File: src/rtl/uart_pkg.sv
// Shared UART definitions: receiver state encoding, default frame geometry and parity helper.
package uart_pkg;

    localparam int UART_DATA_WIDTH = 8;
    localparam int UART_SAMPLING   = 16;

    typedef enum logic [2:0] {
        IDLE   = 3'd0,
        START  = 3'd1,
        DATA   = 3'd2,
        PARITY = 3'd3,
        STOP   = 3'd4
    } rx_state_e;

    // Even parity of a zero-extended word: zero padding does not change the XOR.
    function automatic logic even_parity(input logic [31:0] word);
        return ^word;
    endfunction

endpackage

File: src/rtl/uart_rx_if.sv
// Receiver bus: line-side inputs (rx, b_tick) plus the byte/strobe outputs toward the parser.
interface uart_rx_if import uart_pkg::*; #(
    parameter int DATA_WIDTH = UART_DATA_WIDTH
);
    logic                  b_tick;
    logic                  rx;
    logic [DATA_WIDTH-1:0] rx_data;
    logic                  rx_done;
    logic                  rx_busy;
    logic                  frame_err;
    logic                  parity_err;

    modport master (
        input  b_tick, rx,
        output rx_data, rx_done, rx_busy, frame_err, parity_err
    );

    modport slave (
        output b_tick, rx,
        input  rx_data, rx_done, rx_busy, frame_err, parity_err
    );
endinterface

File: src/rtl/uart_sync_2ff.sv
// Two-flop synchronizer for an async level input; resets to 1 so an idle-high line is not seen as a start.
module uart_sync_2ff (
    input  logic clk,
    input  logic reset,
    input  logic d,
    output logic q
);
    logic meta_r;
    logic sync_r;

    // Synchronizer chain.
    always_ff @(posedge clk) begin
        if (reset) begin
            meta_r <= 1'b1;
            sync_r <= 1'b1;
        end else begin
            meta_r <= d;
            sync_r <= meta_r;
        end
    end

    assign q = sync_r;
endmodule

File: src/rtl/uart_rx.sv
// Oversampling UART receiver, 8N1 by default; define UART_RX_PARITY_EN for 8E1 with parity_err.
module uart_rx import uart_pkg::*; #(
    parameter int DATA_WIDTH = UART_DATA_WIDTH,
    parameter int SAMPLING   = UART_SAMPLING
) (
    input logic       clk,
    input logic       reset,
    uart_rx_if.master bus
);
    localparam int TW = $clog2(SAMPLING);
    localparam int BW = $clog2(DATA_WIDTH);
    localparam logic [TW-1:0] TICK_MID = TW'(SAMPLING / 2 - 1);
    localparam logic [TW-1:0] TICK_END = TW'(SAMPLING - 1);
    localparam logic [BW-1:0] BIT_LAST = BW'(DATA_WIDTH - 1);
`ifdef UART_RX_PARITY_EN
    localparam rx_state_e AFTER_DATA = PARITY;
`else
    localparam rx_state_e AFTER_DATA = STOP;
`endif

    logic                  rx_s;
    rx_state_e             state_r, state_nxt_s;
    logic [TW-1:0]         tick_cnt_r, tick_nxt_s;
    logic [BW-1:0]         bit_cnt_r, bit_nxt_s;
    logic [DATA_WIDTH-1:0] shift_r, shift_nxt_s;
    logic [DATA_WIDTH-1:0] rx_data_r, data_nxt_s;
    logic                  rx_done_r, done_nxt_s;
    logic                  rx_busy_r;
    logic                  frame_err_r, ferr_nxt_s;
    logic                  par_ok_s;
`ifdef UART_RX_PARITY_EN
    logic                  par_bit_r, par_nxt_s;
    logic                  parity_err_r, perr_nxt_s;
`endif

    uart_sync_2ff u_sync (
        .clk   (clk),
        .reset (reset),
        .d     (bus.rx),
        .q     (rx_s)
    );

    // Next-state, datapath and strobe decode.
    always_comb begin
        state_nxt_s = state_r;
        tick_nxt_s  = tick_cnt_r;
        bit_nxt_s   = bit_cnt_r;
        shift_nxt_s = shift_r;
        data_nxt_s  = rx_data_r;
        done_nxt_s  = 1'b0;
        ferr_nxt_s  = 1'b0;
`ifdef UART_RX_PARITY_EN
        par_nxt_s   = par_bit_r;
        perr_nxt_s  = 1'b0;
        par_ok_s    = (even_parity(32'(shift_r)) == par_bit_r);
`else
        par_ok_s    = 1'b1;
`endif
        case (state_r)
            IDLE: begin
                if (!rx_s) begin
                    tick_nxt_s  = '0;
                    state_nxt_s = START;
                end else begin
                    state_nxt_s = IDLE;
                end
            end
            START: begin
                if (bus.b_tick && (tick_cnt_r == TICK_MID)) begin
                    tick_nxt_s = '0;
                    if (!rx_s) begin
                        bit_nxt_s   = '0;
                        state_nxt_s = DATA;
                    end else begin
                        state_nxt_s = IDLE;
                    end
                end else if (bus.b_tick) begin
                    tick_nxt_s = tick_cnt_r + 1'b1;
                end else begin
                    tick_nxt_s = tick_cnt_r;
                end
            end
            DATA: begin
                if (bus.b_tick && (tick_cnt_r == TICK_END)) begin
                    tick_nxt_s  = '0;
                    shift_nxt_s = {rx_s, shift_r[DATA_WIDTH-1:1]};
                    if (bit_cnt_r == BIT_LAST) begin
                        state_nxt_s = AFTER_DATA;
                    end else begin
                        bit_nxt_s = bit_cnt_r + 1'b1;
                    end
                end else if (bus.b_tick) begin
                    tick_nxt_s = tick_cnt_r + 1'b1;
                end else begin
                    tick_nxt_s = tick_cnt_r;
                end
            end
`ifdef UART_RX_PARITY_EN
            PARITY: begin
                if (bus.b_tick && (tick_cnt_r == TICK_END)) begin
                    tick_nxt_s  = '0;
                    par_nxt_s   = rx_s;
                    state_nxt_s = STOP;
                end else if (bus.b_tick) begin
                    tick_nxt_s = tick_cnt_r + 1'b1;
                end else begin
                    tick_nxt_s = tick_cnt_r;
                end
            end
`endif
            STOP: begin
                // Return to IDLE at mid-stop so a following start edge is caught half a bit early.
                if (bus.b_tick && (tick_cnt_r == TICK_END)) begin
                    tick_nxt_s  = '0;
                    state_nxt_s = IDLE;
                    done_nxt_s  = rx_s && par_ok_s;
                    ferr_nxt_s  = !rx_s;
`ifdef UART_RX_PARITY_EN
                    perr_nxt_s  = !par_ok_s;
`endif
                    if (rx_s && par_ok_s) begin
                        data_nxt_s = shift_r;
                    end else begin
                        data_nxt_s = rx_data_r;
                    end
                end else if (bus.b_tick) begin
                    tick_nxt_s = tick_cnt_r + 1'b1;
                end else begin
                    tick_nxt_s = tick_cnt_r;
                end
            end
            default: begin
                tick_nxt_s  = '0;
                state_nxt_s = IDLE;
            end
        endcase
    end

    // State, datapath and registered output update.
    always_ff @(posedge clk) begin
        if (reset) begin
            state_r      <= IDLE;
            tick_cnt_r   <= '0;
            bit_cnt_r    <= '0;
            shift_r      <= '0;
            rx_data_r    <= '0;
            rx_done_r    <= 1'b0;
            rx_busy_r    <= 1'b0;
            frame_err_r  <= 1'b0;
`ifdef UART_RX_PARITY_EN
            par_bit_r    <= 1'b0;
            parity_err_r <= 1'b0;
`endif
        end else begin
            state_r      <= state_nxt_s;
            tick_cnt_r   <= tick_nxt_s;
            bit_cnt_r    <= bit_nxt_s;
            shift_r      <= shift_nxt_s;
            rx_data_r    <= data_nxt_s;
            rx_done_r    <= done_nxt_s;
            rx_busy_r    <= (state_nxt_s != IDLE);
            frame_err_r  <= ferr_nxt_s;
`ifdef UART_RX_PARITY_EN
            par_bit_r    <= par_nxt_s;
            parity_err_r <= perr_nxt_s;
`endif
        end
    end

    assign bus.rx_data   = rx_data_r;
    assign bus.rx_done   = rx_done_r;
    assign bus.rx_busy   = rx_busy_r;
    assign bus.frame_err = frame_err_r;
`ifdef UART_RX_PARITY_EN
    assign bus.parity_err = parity_err_r;
`else
    assign bus.parity_err = 1'b0;
`endif
endmodule

File: src/flat_wrapper.sv
// flat-port wrapper written by rule: the top's interface ports become plain ports
module uart_rx_flat import uart_pkg::*;
#(
    parameter int DATA_WIDTH = UART_DATA_WIDTH,
    parameter int SAMPLING   = UART_SAMPLING
)
  (clk, reset, bus_b_tick, bus_rx, bus_rx_data, bus_rx_done, bus_rx_busy, bus_frame_err, bus_parity_err);
  uart_rx_if #(.DATA_WIDTH(DATA_WIDTH)) bus_i ();
  input logic clk;
  input logic reset;
  input wire logic [$bits(bus_i.b_tick)-1:0] bus_b_tick;
  input wire logic [$bits(bus_i.rx)-1:0] bus_rx;
  output wire logic [$bits(bus_i.rx_data)-1:0] bus_rx_data;
  output wire logic [$bits(bus_i.rx_done)-1:0] bus_rx_done;
  output wire logic [$bits(bus_i.rx_busy)-1:0] bus_rx_busy;
  output wire logic [$bits(bus_i.frame_err)-1:0] bus_frame_err;
  output wire logic [$bits(bus_i.parity_err)-1:0] bus_parity_err;
  assign bus_i.b_tick = bus_b_tick;
  assign bus_i.rx = bus_rx;
  assign bus_rx_data = bus_i.rx_data;
  assign bus_rx_done = bus_i.rx_done;
  assign bus_rx_busy = bus_i.rx_busy;
  assign bus_frame_err = bus_i.frame_err;
  assign bus_parity_err = bus_i.parity_err;
  uart_rx #(.DATA_WIDTH(DATA_WIDTH), .SAMPLING(SAMPLING)) u_core (.clk(clk), .reset(reset), .bus(bus_i));
endmodule
File: config.mk
export PLATFORM = sky130hd
export DESIGN_NAME = uart_rx_flat
export DESIGN_NICKNAME = d
export VERILOG_FILES = /design/src/rtl/uart_pkg.sv /design/src/rtl/uart_rx_if.sv /design/src/rtl/uart_sync_2ff.sv /design/src/rtl/uart_rx.sv /design/src/flat_wrapper.sv
export SDC_FILE = /design/constraint.sdc
export NUM_CORES = 1
export LEC_CHECK = 0
export CAP_MARGIN = 10
export CORE_UTILIZATION = 41
export DETAILED_ROUTE_END_ITERATION = 8
export GPL_TIMING_DRIVEN = 0
export PLACE_DENSITY = 0.65
export SETUP_SLACK_MARGIN = 0.15
export SLEW_MARGIN = 10
export SYNTH_ARGS = -nofsm -noshare
export SYNTH_HDL_FRONTEND = slang
export SYNTH_SLANG_ARGS = --single-unit
File: constraint.sdc
create_clock -name clk -period 2 [get_ports clk]
set_input_delay 0.4 -clock clk [delete_from_list [all_inputs] [get_ports clk]]
set_output_delay 0.4 -clock clk [all_outputs]
set_load 0.01 [all_outputs]
==> results summary <==
The count of state elements after synthesis is 31. The I/O pin total is 16. The maximum number of buffers from clock root to sink is 2.

The hold violation count in the final report was 0. Measured on the finished design, the core utilization comes to 54.8%. The Yosys step of the flow raised 0 warnings. The fraction of layout instances using a drive strength above 1 came out at 13.9%. The net count reported at finish is 157.

The layout overhead on the synthesized area is 21.6%. The congestion estimate from routability-driven global placement came to 0.857. The path class of the tightest hold or removal check is reg2reg. The remaining global-route overflow is 0. Clock-pin slew was measured on the worst setup and hold paths at 0.09 ns. The synthesized netlist contains 39 unique library cells. The portion of total power attributed to the clock network came out at 43.2%. The final-report max-slew violation count came out at 0. Across the run, the number of max-cap violations was 0. The number of port buffers came out at 13. The final total negative setup slack came out at 0 ns. The final reports fail on DRC. For this run, the leading register cell type out of synthesis is sky130_fd_sc_hd__dfxtp_1.

The first global-routing pass estimated 4.12 mm of wire. Dividing total power by cell area gives a power density of 753 nW/um^2. The number of instances in the placed design is 173. The number of nets produced by synthesis is 136.

The number of antenna violations at the first check in global routing came out at 0. The area share of the largest cell type after synthesis is 48.3%. After clock tree synthesis, the flow added hold-fix buffers numbering 0. The initial cell density of the core came out at 45.0%. Summing all non-filler instances in the final layout gives an area of 1560 um^2. 0 antenna diodes ended up in the layout. Setup repair after global routing left no endpoint under its margin.

The critical register-to-register path startpoint is u_core.state_r[1]. The area of the die is 3360 um^2. The required arrival time at the worst endpoint came out at 2.21 ns. The maximum fanout encountered on the critical timing path is 8.

The net switching component of the power is 0.243 mW. The share of total power dissipated in sequential elements is 53.2%. The signal on the critical path passes through clkdlybuf4s50_1, and4_1, nand3_2, mux2i_1, nor2_1. The static leakage power came out at 0.709 nW. The flow ran to the end, but the final reports show violations.

The final-report setup violation count came out at 0. The number of remaining DRC errors came out at 2. The number of detailed-routing iterations run before antenna repair is 6.

The number of enable-type register cells in the synthesized netlist is 0. The average instance area after synthesis came out at 9.96 um^2. The clock tree from TritonCTS is yes. In this run the remaining antenna-violating nets after routing total 0. The worst setup path is of the in2reg kind.

In this run the clock root is driven by a sky130_fd_sc_hd__clkbuf_4. The first-iteration detailed-routing DRC count is 19. The via total after detailed routing came out at 956. The via count of the first global-routing pass came out at 937. The number of vias per cell is 5.25. The proportion of register bits with asynchronous set or reset after synthesis came out at 0%.

After technology mapping, the gate count stands at 129. The die is 58.0 um tall. The number of cell instances on the worst register-to-register path is 5. The endpoint identified for the worst register-to-register timing path is u_core.shift_r[1].

In the post-synthesis netlist, the cell with the most instances is sky130_fd_sc_hd__dfxtp_1. The cell with the biggest individual delay on the critical path is sky130_fd_sc_hd__clkdlybuf4s50_1. The switching share of power is 20.7%.

Global routing used 16.6% of the available tracks. The highest achievable clock rate is 597 MHz. In this run the cell area measured after placement is 1450 um^2. Counting I/O delays and the setup requirement, the final critical path takes 1.67 ns.

The worst slack at placement is -0.333 ns. The worst register-to-register path has a setup slack of 0.39 ns. The final-layout worst hold slack came out at 0.418 ns. The clock buffer count from CTS is 5. By count the netlist is led by 31 x sky130_fd_sc_hd__dfxtp_1, 21 x sky130_fd_sc_hd__nor2_1, 18 x sky130_fd_sc_hd__mux2i_1, 5 x sky130_fd_sc_hd__nand2_1, 5 x sky130_fd_sc_hd__nor3_1.

The clock arrives with 0.00982 ns of skew. The tree built by TritonCTS fans out to 31 sinks. The internal power contribution came out at 0.934 mW. Counting instances, the worst hold path has a depth of 1.

The endpoint type of the worst setup path is a register. The H-tree depth reported by CTS came out at 2. The synthesized design spends more area on one cell type than any other, namely sky130_fd_sc_hd__dfxtp_1. The setup slack after layout came out at 0.326 ns. The area of the core is 2850 um^2. VDD sags by at most 0.462 mV. The routed wire length came out at 2.28 mm. Of the total power, combinational logic draws 3.6%.

On the worst path, the slowest cell contributes a delay of 0.59 ns. The total power came out at 1.18 mW. The worst hold path begins at u_core.u_sync.meta_r.

The routed wire length per instance came out at 12.5 um. The count of placed standard cells in the final layout, fillers left out is 182. The detailed-placement wirelength estimate is 1.69 mm. The post-synthesis instance area came out at 1280 um^2. The insertion delay of the later-clocked pin in the worst-skew pair came out at 0.33 ns.

The final critical path takes up 83.7% of the cycle. The worst path arrival time is 1.88 ns. Measured along the x axis, the die boundary spans 58.0 um. Sequential cells were found to cover 48.3% of the synthesized design area. The largest net degree at the start of global routing came out at 11.

The floorplan row count came out at 19. The hold-critical path endpoint is u_core.u_sync.q. STA classifies the critical path startpoint as a primary input.

By area the synthesized netlist is led by sky130_fd_sc_hd__dfxtp_1 48%, sky130_fd_sc_hd__mux2i_1 14%, sky130_fd_sc_hd__nor2_1 6.1%.
==> cells by family after synthesis <==
family	count (synthesis)	synth area share [%]
flops	31	48.3
compound gates	7	3.89
buf+inv	9	3.60
fa+ha+maj	4	3.70
other cells	1	0.292
mux	18	14.0
simple gates	55	23.5
xor+xnor	4	2.73
==> cell type report <==
type	count	area, um^2
fill	264	1290
multi-input combinational	89	633
sequential	31	621
timing repair buffer	14	138
clock buffer	6	51.3
tap	31	38.8
clock inverter	2	35.0
buffer	6	35.0
inverter	3	11.3
==> power by group through the flow <==
stage / clock network (mW) / logic (mW) / registers, mW
finish: 0.508 / 0.0425 / 0.626
global route: 0.556 / 0.0492 / 0.627
CTS: 0.523 / 0.0424 / 0.626
detailed placement: 0 / 0.0420 / 0.640
global placement: 0 / 0.0404 / 0.640
floorplan: 0 / 0.0267 / 0.640
==> registers in the layout, summed over array words and instances, names as in the netlist <==
name and flops:
u_core.bit_cnt_r 3, u_core.bus.frame_err 1, u_core.bus.rx_busy 1, u_core.bus.rx_data 8, u_core.bus.rx_done 1, u_core.shift_r 8
u_core.state_r 3, u_core.tick_cnt_r 4, u_core.u_sync.meta_r 1, u_core.u_sync.q 1
==> routing by layer <==
| layer | track usage (%) | part of all wire [%] | up-vias |
|---|---|---|---|
| li1 | - | - | 487 |
| met2 | 25.8 | 46 | 18 |
| met5 | 0 | 0 | - |
| met4 | 8.16 | 2.1 | 0 |
| met3 | 5.36 | 4.0 | 5 |
| met1 | 20.7 | 47 | 446 |
==> cell usage in the layout, fill, tap and decap left out, drive strengths merged, types with 4 or more instances in the layout <==
master | netlist | final
dfxtp | 31 | 31
nor2 | 21 | 21
buf | 3 | 4
mux2i | 18 | 18
nand3 | 5 | 5
clkbuf | 3 | 9
clkdlybuf4s50 | 0 | 13
or2 | 4 | 4
nor3 | 6 | 6
nand2 | 5 | 5
==> how the worst max path moves through the flow <==
| stage | from | end | cells after the start |
|---|---|---|---|
| 2_1_floorplan | u_core.tick_cnt_r[0] | u_core.bus.rx_busy | 5 |
| 3_3_place_gp | bus_b_tick | u_core.bus.rx_busy | 5 |
| 3_5_place_dp | bus_b_tick | u_core.bus.rx_busy | 5 |
| 4_1_cts | bus_b_tick | u_core.shift_r[1] | 6 |
| 5_1_grt | bus_b_tick | u_core.bus.rx_busy | 5 |
| 6_report | bus_b_tick | u_core.bus.rx_data[1] | 5 |
==> worst max-delay path, delay by kind of cell <==
family	cells	cell delay [ns]
and+or+nand+nor	3	0.64
buffers and inverters	1	0.59
muxes	1	0.24
==> what timing repair did <==
action	in CTS	in global routing
resized for setup	1	1
setup buffers	0	1
pin swaps	0	1
endpoints found under the setup margin	2	4
Note: power is estimated with default switching activity, not from simulation.
